`config.mk`:
```
export PLATFORM = sky130hd
export DESIGN_NAME = hazard_tracker
export DESIGN_NICKNAME = d
export VERILOG_FILES = /design/src/rtl/hazard_tracker.sv
export SDC_FILE = /design/constraint.sdc
export NUM_CORES = 1
export LEC_CHECK = 0
export BUFFER_PORTS_ARGS = -buffer_cell sky130_fd_sc_hd__buf_2
export CAP_MARGIN = 0
export CORE_UTILIZATION = 59
export CTS_CLUSTER_DIAMETER = 80
export DETAILED_ROUTE_END_ITERATION = 10
export PLACE_DENSITY_LB_ADDON = 0.3
export SETUP_SLACK_MARGIN = 0.4
export SLEW_MARGIN = 15
export SYNTH_ARGS = -nofsm -noshare
export SYNTH_HDL_FRONTEND = slang
export SYNTH_SLANG_ARGS = --single-unit
export TNS_END_PERCENT = 30
```
`constraint.sdc`:
```
create_clock -name clk -period 5.7 [get_ports clk]
set_input_delay 0.285 -clock clk [delete_from_list [all_inputs] [get_ports clk]]
set_output_delay 0.285 -clock clk [all_outputs]
set_load 0.02 [all_outputs]
```
`src/rtl/hazard_tracker.sv`:
```
// hazard_tracker: scoreboard of in-flight writers after ID; generates load-use stall and forwarding selects.
// Define HAZARD_STATS_EN to add a 32-bit stall_count output.
module hazard_tracker #(
  parameter int DEPTH = 3,
  parameter int AW = 5,
  parameter int TW = 2,
  localparam int SW = $clog2(DEPTH + 1)
) (
  input  logic          clk,
  input  logic          reset,
  input  logic          id_valid,
  input  logic [AW-1:0] id_rs,
  input  logic [AW-1:0] id_rt,
  input  logic [TW-1:0] id_tuse_rs,
  input  logic [TW-1:0] id_tuse_rt,
  input  logic          id_wen,
  input  logic [AW-1:0] id_waddr,
  input  logic [TW-1:0] id_tnew,
  input  logic          flush,
  output logic          stall,
  output logic [SW-1:0] fwd_rs_sel,
  output logic [SW-1:0] fwd_rt_sel
`ifdef HAZARD_STATS_EN
  ,
  output logic [31:0]   stall_count
`endif
);
  logic [DEPTH-1:0]         vld_q, vld_d;
  logic [DEPTH-1:0][AW-1:0] waddr_q, waddr_d;
  logic [DEPTH-1:0][TW-1:0] tnew_q, tnew_d;
  logic          rs_hit, rt_hit, rs_use, rt_use, hazard;
  logic [SW-1:0] rs_k, rt_k;
  logic [TW-1:0] rs_tnew, rt_tnew;
  // Scan oldest to youngest so the youngest matching stage overwrites the result.
  always_comb begin
    rs_hit = 1'b0;
    rs_k = '0;
    rs_tnew = '0;
    rt_hit = 1'b0;
    rt_k = '0;
    rt_tnew = '0;
    for (int i = DEPTH - 1; i >= 0; i--) begin
      if (vld_q[i] && waddr_q[i] == id_rs && id_rs != '0) begin
        rs_hit = 1'b1;
        rs_k = SW'(i + 1);
        rs_tnew = tnew_q[i];
      end
      if (vld_q[i] && waddr_q[i] == id_rt && id_rt != '0) begin
        rt_hit = 1'b1;
        rt_k = SW'(i + 1);
        rt_tnew = tnew_q[i];
      end
    end
    rs_use = id_tuse_rs != '1;
    rt_use = id_tuse_rt != '1;
    hazard = id_valid && ((rs_use && rs_hit && rs_tnew > id_tuse_rs) ||
                          (rt_use && rt_hit && rt_tnew > id_tuse_rt));
    stall = hazard && !flush && !reset;
    fwd_rs_sel = (rs_use && rs_hit && rs_tnew == '0) ? rs_k : '0;
    fwd_rt_sel = (rt_use && rt_hit && rt_tnew == '0) ? rt_k : '0;
  end
  always_comb begin
    vld_d[0] = id_valid && id_wen && id_waddr != '0 && !stall && !flush;
    waddr_d[0] = vld_d[0] ? id_waddr : '0;
    tnew_d[0] = vld_d[0] ? id_tnew : '0;
    for (int i = 1; i < DEPTH; i++) begin
      vld_d[i] = vld_q[i-1];
      waddr_d[i] = waddr_q[i-1];
      tnew_d[i] = (tnew_q[i-1] == '0) ? '0 : tnew_q[i-1] - TW'(1);
    end
  end
  always_ff @(posedge clk or posedge reset) begin
    if (reset) begin
      vld_q <= '0;
      waddr_q <= '0;
      tnew_q <= '0;
    end else begin
      vld_q <= vld_d;
      waddr_q <= waddr_d;
      tnew_q <= tnew_d;
    end
  end
`ifdef HAZARD_STATS_EN
  logic [31:0] stall_count_q, stall_count_d;
  always_comb stall_count_d = stall ? stall_count_q + 32'd1 : stall_count_q;
  always_ff @(posedge clk or posedge reset) begin
    if (reset) stall_count_q <= '0;
    else stall_count_q <= stall_count_d;
  end
  assign stall_count = stall_count_q;
`endif
endmodule

```
==> flow_metrics.tcl <==
set metrics [dict create \
    outcome "finished clean" \
    worstSetupEndpointType "output pin" \
    die_width_um 53.45 \
    cts_buffer_depth 2 \
    critPathMaxStageDelay_ps 560 \
    dp_hpwl_um 2831 \
    fin_crit_sh_pct 64.83 \
    hold_slack_ps 146.2 \
    finalCriticalPeriod_ps 3695 \
    finalHoldViolCount 0 \
    critPathSlowestCell "or4_1" \
    finalSetupTns_ps 0 \
    hold_path_class "input pin to asynchronous set/reset pin" \
    antenna_found_initial 0 \
    start_util_pct 62.46 \
    cts_hold_buffers 0 \
    fillers 196 \
    clock-root-buffer "clkbuf_4" \
    maxCapViolations 0 \
    gp_congestion 0.8651 \
    routed_wl_um 3463 \
    grt_pass1_wl_um 5540 \
    diodes 0 \
    crit_chain "xnor2_1 -> o211ai_1 -> or4_1 -> o311a_1 -> or2_1 -> ha_1 -> a221oi_1 -> o31ai_1 -> a21boi_0 -> buf_2" \
    worstSetupStartpointType "register" \
    synthFlopType "dfrtp_1" \
    postCtsResizedCells 0 \
    worst_pin_slew_ps 862.1 \
    drv_slew 0 \
    fmaxAchievable_mhz 270.6 \
    p_per_area_mw_per_mm2 178.5 \
    portBuffers 30 \
    cts_max_level 1 \
    synthArstFlopShare_pct 100.0 \
    fin_skew_ps 3.190 \
    ant_nets 0 \
    die_y_um 53.45 \
    synth_edf_count 0 \
    maxSlewHeadroom_pct 42.46 \
    area_growth_pct 13.14 \
    drive_gt1_share_pct 25.67 \
    syn_nets 186 \
    nNetsFinal 218 \
    syn-cell-area_sq_mm 0.001561 \
    critPathRequiredTime_ps 5410 \
    grt_util_all_layers_pct 27.19 \
    clock_latency_ps 310 \
    cts_tree "done" \
    syn-instance-count 156 \
    crit_type "register to output pin" \
    cts.sinks 24 \
    arrival_ps 3410 \
    grt_max_degree 25 \
    synthDistinctLibCells 43 \
    drc 0 \
    row_count 18 \
    cp_max_fo 3 \
    vias 1328 \
    setup_violations 0 \
    ioPinCount 31 \
    r2r_slack_ps 2530 \
    coreArea_sq_mm 0.002500 \
    post-cts-setup-buffers 0 \
    drt_iter0_markers 30 \
    drt-wirelength-per-cell_um 15.96 \
    grt_overflow 0 \
    rsz0062_at_grt "no" \
    pre_cts_ws_ps 2275 \
    peakVddDrop_mv 0.1925 \
    leakagePower_nw 0.8825 \
    cts_buffers 3 \
    place_area_sq_mm 0.001730 \
    yosysSeqAreaShare_pct 38.46 \
    die-area_sq_mm 0.002856 \
    syn_avg_cell_area_sq_um 10.01 \
    clk_pin_slew_ps 130 \
    synth_seq_cells 24 \
    firstDrtPassIters 4 \
    vias_per_cell 6.120 \
    grt_pass1_vias 1286 \
    yosysWarnings 0 \
    layout_setup_ws_ps 2005 \
    final_area_sq_mm 0.001767 \
]
stage by stage:
stage | util, % | instances | total power [mW]
final | 70.67 | 217 | 0.3154
after global routing | 70.67 | 217 | 0.3295
after CTS | 70.67 | 217 | 0.3168
after detailed placement | 69.22 | 213 | 0.2295
after global placement | 69.22 | 213 | 0.2267
after floorplan | - | 156 | 0.2089
area by class of cell:
type,count,area (sq um),share of cell area (%)
clock buffer,4,36.28,2.054
inverter,6,22.52,1.275
multi-input combinational,123,919.6,52.05
sequential,24,600.6,33.99
tap,30,37.54,2.125
timing repair buffer,30,150.1,8.499
critical path, delay by kind of cell, from the launching register on:
| kind | cells | cell delay, ps |
|---|---|---|
| flip-flops | 1 | 440 |
| AND/OR/NAND/NOR | 2 | 800 |
| AO/OA/AOI/OAI | 5 | 1220 |
| XOR/XNOR | 1 | 190 |
| buffers and inverters | 1 | 180 |
| adder cells (fa/ha/maj) | 1 | 270 |
state kept, by name, indices dropped and copies added, names as in the netlist:
name and cells:
tnew_q 6, waddr_q 5, waddr_d 10, vld_q 3
synth_stat cells (3+ instances only):
cell type	n	share of area, %
dfrtp_1	24	38
nand2_1	16	3.8
nor3_2	7	4.5
xnor2_1	16	9.0
inv_1	6	1.4
nand3_1	3	0.96
nor2_1	8	1.9
nor3_1	5	1.6
xor2_1	14	7.9
nand3b_1	3	1.4
a21oi_1	4	1.3
ha_1	4	3.2
o211a_1	3	1.9
cell usage in the layout, fill, tap and decap left out, types with 3 or more instances in the layout:
master / count
clkbuf_4: 3
inv_1: 6
a21oi_1: 4
ha_1: 4
nand3b_1: 3
nor2_1: 8
xnor2_1: 16
o211a_1: 3
buf_2: 30
dfrtp_1: 24
nand2_1: 16
xor2_1: 14
nor3_2: 7
nor3_1: 5
nand3_1: 3
cell families after synthesis:
logic type | count (synthesis) | share of synthesized area, %
and+or+nand+nor | 66 | 26.04
DFF | 24 | 38.46
xor gates and xnor gates | 30 | 16.83
adders and majority gates | 4 | 3.205
buffers and inverters | 9 | 2.644
muxes | 1 | 0.7211
AOI/OAI and AO/OA | 22 | 12.10
power breakdown:
group	switching (mW)	total (mW)	internal [mW]
Combinational	0.0260	0.0473	0.0213
Sequential	0.00476	0.179	0.174
Clock	0.0500	0.0890	0.0389
Total	0.0808	0.315	0.235
final timing paths:
path / cells after the start / end / start
setup / recovery: 10 / stall / waddr_q[13]
min in group clk: 3 / waddr_d[5] / id_waddr[0]
setup reg to reg: 9 / waddr_d[6] / waddr_q[13]
hold / removal: 2 / waddr_d[5] / reset
max in group asynchronous: 2 / tnew_q[4] / reset
hold reg to reg: 0 / vld_q[1] / vld_q[0]
per-layer routing:
metal	wire (um)	part of all wire, %	global-route usage, %
met1	1507	44	34.22
met2	1730	50	47.71
met3	149	4.3	3.736
met4	76	2.2	7.456
met5	0	0	0
Power figures use the tool's default switching activity.
